<file path="src/rtl/pipe_hazard_pkg.sv">
// Shared definitions for the pipeline hazard controller.
package pipe_hazard_pkg;

  // Mult/div sequencer states
  typedef enum logic [1:0] {
    IDLE = 2'd0,
    BUSY = 2'd1,
    DONE = 2'd2
  } md_state_e;

  // Default EX-stall lengths for mult/multu and div/divu
  localparam int unsigned MUL_CYCLES_DEF = 4;
  localparam int unsigned DIV_CYCLES_DEF = 32;

  // Register $0 is hardwired to zero and never creates a dependency
  localparam int unsigned REG_ZERO = 0;

endpackage

</file>
<file path="src/rtl/md_stall_counter.sv">
// Mult/div stall sequencer: stalls for N cycles total, then pulses md_done.
module md_stall_counter
  import pipe_hazard_pkg::*;
#(
  parameter int unsigned MUL_CYCLES = MUL_CYCLES_DEF,
  parameter int unsigned DIV_CYCLES = DIV_CYCLES_DEF,
  parameter int unsigned CNT_W      = 6
) (
  input  logic clk,
  input  logic rst_n,
  input  logic md_start_e,
  input  logic md_is_div_e,
  output logic md_stall,
  output logic md_busy,
  output logic md_done
);

  md_state_e        state_q, state_d;
  logic [CNT_W-1:0] cnt_q, cnt_d;

  // Next-state, counter and stall/done decode
  always_comb begin
    state_d  = state_q;
    cnt_d    = cnt_q;
    md_stall = 1'b0;
    md_done  = 1'b0;
    case (state_q)
      IDLE: begin
        if (md_start_e) begin
          // The start cycle is itself the first stall cycle, so BUSY covers N-1
          md_stall = 1'b1;
          cnt_d    = md_is_div_e ? CNT_W'(DIV_CYCLES - 1) : CNT_W'(MUL_CYCLES - 1);
          state_d  = BUSY;
        end
      end
      BUSY: begin
        md_stall = 1'b1;
        cnt_d    = cnt_q - CNT_W'(1);
        if (cnt_q == CNT_W'(1)) begin
          state_d = DONE;
        end
      end
      DONE: begin
        // Same mult/div still sits in E here, so md_start_e is ignored
        md_done = 1'b1;
        state_d = IDLE;
      end
      default: begin
        state_d = IDLE;
        cnt_d   = '0;
      end
    endcase
    md_busy = md_stall;
  end

  // State and counter registers
  always_ff @(posedge clk or negedge rst_n) begin
    if (!rst_n) begin
      state_q <= IDLE;
      cnt_q   <= '0;
    end else begin
      state_q <= state_d;
      cnt_q   <= cnt_d;
    end
  end

endmodule

</file>
<file path="src/rtl/pipe_hazard_ctrl.sv">
// Central hazard controller: mult/div stall > branch flush > load-use interlock.
module pipe_hazard_ctrl
  import pipe_hazard_pkg::*;
#(
  parameter int unsigned REG_W      = 5,
  parameter int unsigned MUL_CYCLES = MUL_CYCLES_DEF,
  parameter int unsigned DIV_CYCLES = DIV_CYCLES_DEF,
  parameter int unsigned CNT_W      = 6
) (
  input  logic             clk,
  input  logic             rst_n,
  input  logic [REG_W-1:0] rs_d,
  input  logic [REG_W-1:0] rt_d,
  input  logic             memread_e,
  input  logic [REG_W-1:0] rt_e,
  input  logic             branch_taken_e,
  input  logic             md_start_e,
  input  logic             md_is_div_e,
  output logic             hold_f,
  output logic             hold_d,
  output logic             clear_d,
  output logic             hold_e,
  output logic             clear_e,
  output logic             clear_m,
  output logic             md_busy,
  output logic             md_done
);

  logic md_stall;
  logic md_busy_int;
  logic md_done_int;
  logic load_use;

  md_stall_counter #(
    .MUL_CYCLES (MUL_CYCLES),
    .DIV_CYCLES (DIV_CYCLES),
    .CNT_W      (CNT_W)
  ) u_md (
    .clk         (clk),
    .rst_n       (rst_n),
    .md_start_e  (md_start_e),
    .md_is_div_e (md_is_div_e),
    .md_stall    (md_stall),
    .md_busy     (md_busy_int),
    .md_done     (md_done_int)
  );

  // Load-use dependency between the load in E and the sources in D
  always_comb begin
    load_use = memread_e && (rt_e != REG_W'(REG_ZERO)) &&
               ((rt_e == rs_d) || (rt_e == rt_d));
  end

  // Priority mux driving the pipeline register controls
  always_comb begin
    hold_f  = 1'b0;
    hold_d  = 1'b0;
    clear_d = 1'b0;
    hold_e  = 1'b0;
    clear_e = 1'b0;
    clear_m = 1'b0;
    md_busy = 1'b0;
    md_done = 1'b0;
    if (!rst_n) begin
      // The FSM sits in IDLE during reset but still decodes md_start_e,
      // so busy is gated here rather than relying on the sub-module
      clear_d = 1'b1;
      clear_e = 1'b1;
      clear_m = 1'b1;
    end else if (md_stall) begin
      hold_f  = 1'b1;
      hold_d  = 1'b1;
      hold_e  = 1'b1;
      clear_m = 1'b1;
      md_busy = md_busy_int;
    end else begin
      md_done = md_done_int;
      if (branch_taken_e) begin
        clear_d = 1'b1;
        clear_e = 1'b1;
      end else if (load_use) begin
        hold_f  = 1'b1;
        hold_d  = 1'b1;
        clear_e = 1'b1;
      end
    end
  end

endmodule

</file>
<file path="config.mk">
export PLATFORM = sky130hd
export DESIGN_NAME = pipe_hazard_ctrl
export DESIGN_NICKNAME = d
export VERILOG_FILES = /design/src/rtl/pipe_hazard_pkg.sv /design/src/rtl/md_stall_counter.sv /design/src/rtl/pipe_hazard_ctrl.sv
export SDC_FILE = /design/constraint.sdc
export NUM_CORES = 1
export LEC_CHECK = 0
export ABC_AREA = 0
export CORE_MARGIN = 4
export CORE_UTILIZATION = 44
export DETAILED_ROUTE_END_ITERATION = 6
export PLACE_DENSITY = 0.81
export SLEW_MARGIN = 20
export SYNTH_ARGS = -nofsm -noshare
export SYNTH_HDL_FRONTEND = slang
export SYNTH_HIERARCHICAL = 1
export SYNTH_SLANG_ARGS = --single-unit
</file>
<file path="constraint.sdc">
create_clock -name clk -period 3.8 [get_ports clk]
set_clock_uncertainty 0.15 [all_clocks]
set_input_delay 0.76 -clock clk [delete_from_list [all_inputs] [get_ports clk]]
set_output_delay 0.76 -clock clk [all_outputs]
set_load 0.005 [all_outputs]
</file>
# Yosys cells after proc, flatten, opt, wreduce, memory -nomap -nowiden
# Index checks and enable logic that the tools add are counted.
[totals]
ff_bits = 8
latch_bits = 0
ram_bits = 0
romBits = 0
input_bits = 21
out_inout_bits = 8
memories = 0
[op_classes]
add_sub_neg = 1
multipliers = 0
div = 0
n_lt_le_gt_ge = 0
n_eq_ne = 7
shifts = 0
n_mux = 24
bitwise = 1
reduce_logical = 7
[ops]
columns = ["cell", "count"]
rows = [
  ["6-bit case mux with 3 select lines", 1],
  ["1-bit 2-to-1 mux", 17],
  ["5-bit equality test", 2],
  ["6-bit by 1-bit equality test with 1-bit output, second input constant", 1],
  ["6-bit 2-to-1 mux", 1],
  ["6-bit by 1-bit subtractor with 6-bit output, second input constant", 1],
  ["5-bit 2-to-1 mux", 1],
  ["5-bit nonzero test", 1],
  ["2-bit 2-to-1 mux", 2],
  ["2-bit case mux with 2 select lines", 1],
  ["2-bit AND reduction", 2],
  ["2-bit by 1-bit equality test with 1-bit output, second input constant", 1],
  ["2-bit equality test, second input constant", 1],
  ["1-bit logical AND", 2],
  ["2-bit logical NOT", 1],
  ["2-bit by 1-bit != test with 1-bit output, second input constant", 1],
  ["2-bit != test, second input constant", 1],
  ["1-bit case mux with 2 select lines", 1],
  ["1-bit logical OR", 1],
  ["1-bit inverter", 1],
]

# Depth between registers and ports, before layout
[logic_depth]
word_depth = 7
depth_mapped = 8
depth_no_buf = 6

# Cells and area by module
# The synthesis kept the hierarchy.
[by_module_without_submodules]
columns = ["module", "n_inst", "cells_per_inst", "area_per_inst_um2", "seq_area_each_um2"]
rows = [
  ["md_stall_counter", 1, 46, 474.2, 200.2],
  ["pipe_hazard_ctrl", 1, 29, 195.2, 0.0],
]

# Worst setup path after synthesis
# Ideal clock, no wire load.
[synth_timing]
path_kind = "input -> output"
start = "input port md_start_e"
end = "output port hold_f"
t_arrival_ps = 1830
required_ps = 2890
setup_slack_ps = 1060
path_stages = 7
path_buffers = 2
path_cell_list = "nor2_1 > or2_1 > inv_1 > buf_4 > o21ai_0 > o31ai_1 > buf_4"
[synth_between]
elab_chain_cells = 4
[synth_lines]
columns = ["item", "line", "source"]
rows = [
  ["start: declaration", "pipe_hazard_ctrl.sv:17", "input logic md_start_e,"],
  ["1-bit 2-to-1 mux", "md_stall_counter.sv:29", "if (md_start_e) begin"],
  ["1-bit case mux with 2 select lines", "md_stall_counter.sv:27", "case (state_q)"],
  ["via md_busy_int", "pipe_hazard_ctrl.sv:30", "logic md_busy_int;"],
  ["1-bit 2-to-1 mux (2 in a row)", "n/a", ""],
  ["end: declaration", "pipe_hazard_ctrl.sv:19", "output logic hold_f,"],
]
# The timed path passes the listed nets, and every way through them passes these cells.

# Worst setup path after layout
[layout_timing]
start = "input port md_start_e"
end = "output port hold_f"
[layout_between]
elab_chain_cells = 4
[layout_lines]
columns = ["item", "line", "source"]
rows = [
  ["1-bit 2-to-1 mux", "md_stall_counter.sv:29", ""],
  ["1-bit case mux with 2 select lines", "md_stall_counter.sv:27", ""],
  ["via md_busy_int", "pipe_hazard_ctrl.sv:30", ""],
  ["1-bit 2-to-1 mux", "pipe_hazard_ctrl.sv:70", "end else if (md_stall) begin"],
  ["1-bit 2-to-1 mux", "pipe_hazard_ctrl.sv:64", "if (!rst_n) begin"],
]
# The timed path passes the listed nets, and every way through them passes these cells.

==> results.toml <==
[status]
outcome = "completed"

[synth]
synth_nets = 98
synth_edf_count = 0
synth_area_per_cell_um2 = 8.925
ys_seq_area_share_pct = 29.91
synth_warnings = 6
synth_area_um2 = 669.4
ys_ff_latch = 8
syn_inst = 75
synth_ff_type = "dfrtp_1"
async_flop_share_pct = 100.0
synth_cell_types = 29

[worst_hold_path]
holdPathStages = 1
hp-start = "u_md/cnt_q[5]"
hold_class = "flip-flop to flip-flop"
holdPathEnd = "u_md/cnt_q[5]"

[cells_and_area]
fillCellCount = 113
stdcell_area_um2 = 975.9
final_cells = 119
layout_commonest_cell = "clkdlybuf4s50_1"
final_cell_mix = "clkdlybuf4s50_1 (28), xor2_1 (13), dfrtp_1 (8), inv_1 (7), nor2_1 (6)"
area_growth_pct = 45.79
nets = 129
diodes = 0
fin_util_pct = 71.43
drive_above_1_share_pct = 8.654

[power]
pwr-share-clk_pct = 12.7
leakage_uw = 0.0004433
combPwrFrac_pct = 50.9
internal_power_uw = 306.2
switchingPower_uw = 181.5
ir_drop_v = 0.0003449
pwr-share-seq_pct = 36.5
p_sw_share_pct = 37.22
powerDensity_nw_per_um2 = 499.8

[worst_setup_path]
worstPathMaxFanout = 5
crit_start = "md_start_e"
critPathRequiredTime_ns = 2.89
critPathMostFrequentCell = "clkdlybuf4s50_1"
path_cells = "clkdlybuf4s50_1 -> nor2_1 -> or2_1 -> inv_1 -> o21ai_0 -> o31ai_1 -> clkdlybuf4s50_1"
cp.arrival_ns = 2.68
endpoint_kind = "output pin"
path_class = "input port to output pin"
cp_top_family = "buffers and inverters"
cp-start-kind = "input port"
r2r_end = "u_md/cnt_q[4]"
critPathSlowestCell = "clkdlybuf4s50_1"
path_buf_inv = 3
r2r_setup_slack_ns = 2.22
reg2regPathDepth = 5
cp_slowest_stage_delay_ns = 0.55
reg2reg_from = "u_md/cnt_q[0]"

[placement]
hpwl_um = 1375
gp_congestion = 0.8233
place_area_um2 = 953.4
dp.cells = 116
portBuffers = 28

[drt]
drc = 0
drtIter0Drc = 12
drtPass1Iterations = 4
ant_nets = 0
wl_um = 1638
post_drt_wl_per_cell_um = 13.76
vias = 627
viasPerCell = 5.269

[clocking]
clk_latency_ns = 0.24
cts_hold_buf = 0
cts.path.max_buffers = 2
cts.clk_slew.worst_paths_ns = 0.05
cts_resized = 0
cts_num_sinks = 8
post_cts_buffers = 0
cts_tree = "yes"
h-tree-depth = 1
cts_buffers = 3
cts_root_buf = "clkbuf_4"

[timing]
drv_slew = 0
tns_ns = 0
max_slew_margin_pct = 75.47
fmax_ghz = 0.2782
setup_viol = 0
tightest_slew_ns = 0.3680
hold_violations = 0
min_period_ns = 3.595
rsz0062_at_grt = "no"
finalCritPeriodShare_pct = 94.59

[die]
coreArea_um2 = 1366
dieArea_um2 = 2209
rows = 13
dieHeight_um = 47.01
die_w_um = 47.01
start_util_pct = 48.99
io_pins = 29

[grt]
grt_max_degree = 13
grt_usage_pct = 17.50
first_global_vias = 603
antenna_found_initial = 0
gr-total-overflow = 0
grt_pass1_wl_um = 2725

[job]
cap_violations = 0
-- power groups by stage --
stage	clock, uW	sequential [uW]	combinational [uW]
after floorplan	0	163	182
after global placement	0	177	243
after detailed placement	0	179	249
after CTS	65.4	177	251
after global routing	72.8	187	278
final	61.8	178	248
-- flip-flops by register name, summed over array words and instances, names as in the netlist --
register,count
u_md/state_q,2
u_md/cnt_q,6
-- metrics by stage --
step | hold WS [ns] | total power (uW) | setup WS, ns
3_5_place_dp | 0.3866 | 428.0 | 0.2040
4_1_cts | 0.3981 | 493.6 | 0.2075
6_report | 0.3877 | 487.7 | 0.2055
3_3_place_gp | 0.3750 | 420.0 | 0.2607
2_1_floorplan | 0.3144 | 344.2 | 1.060
5_1_grt | 0.4155 | 537.8 | 0.04684
-- how the worst max path moves through the flow --
stage | cells past startpoint | endpoint
global route | 7 | hold_d
CTS | 7 | hold_f
global placement | 6 | hold_f
floorplan | 7 | hold_f
finish | 7 | hold_f
detailed placement | 7 | hold_f
-- layer usage --
layer  vias to the layer above  track usage [%]  share of wire [%]  routed length [um]
met5                         -                0                  0                   0
met3                         2            2.299                6.0                  99
li1                        317                -                  -                   -
met1                       290            24.01                 47                 772
met4                         0            6.630               0.55                   9
met2                        18            27.91                 46                 755
-- synthesized netlist by cell type (all sizes together) (2+ instances only) --
cell    number  area, um^2
a211o        3       26.28
xor2        13       113.9
nor2         6       22.52
and3         3       18.77
o21ai        3       18.77
dfrtp        8       200.2
nand2b       2       12.51
inv          7       26.28
nand2        2       7.510
ha           2       25.02
nor3b        3       22.52
nor3         5       30.03
nor2b        3       23.78
buf          3       22.52
-- final cells by class --
cell class	instances	area (um^2)	area share, %
well taps	15	18.77	1.923
multi-input cells	57	420.4	43.08
clock buffers	3	22.52	2.308
inverters	7	26.28	2.692
repair buffers	29	287.8	29.49
flip-flops and latches	8	200.2	20.51
-- kinds of logic after synthesis --
kind of cell	Yosys count	synth area share (%)
compound gates	13	14.96
xor+xnor	13	17.01
fa+ha+maj	2	3.738
buf+inv	10	7.290
flops	8	29.91
mux	1	1.495
simple gates	28	25.61
Power figures use the tool's default switching activity.
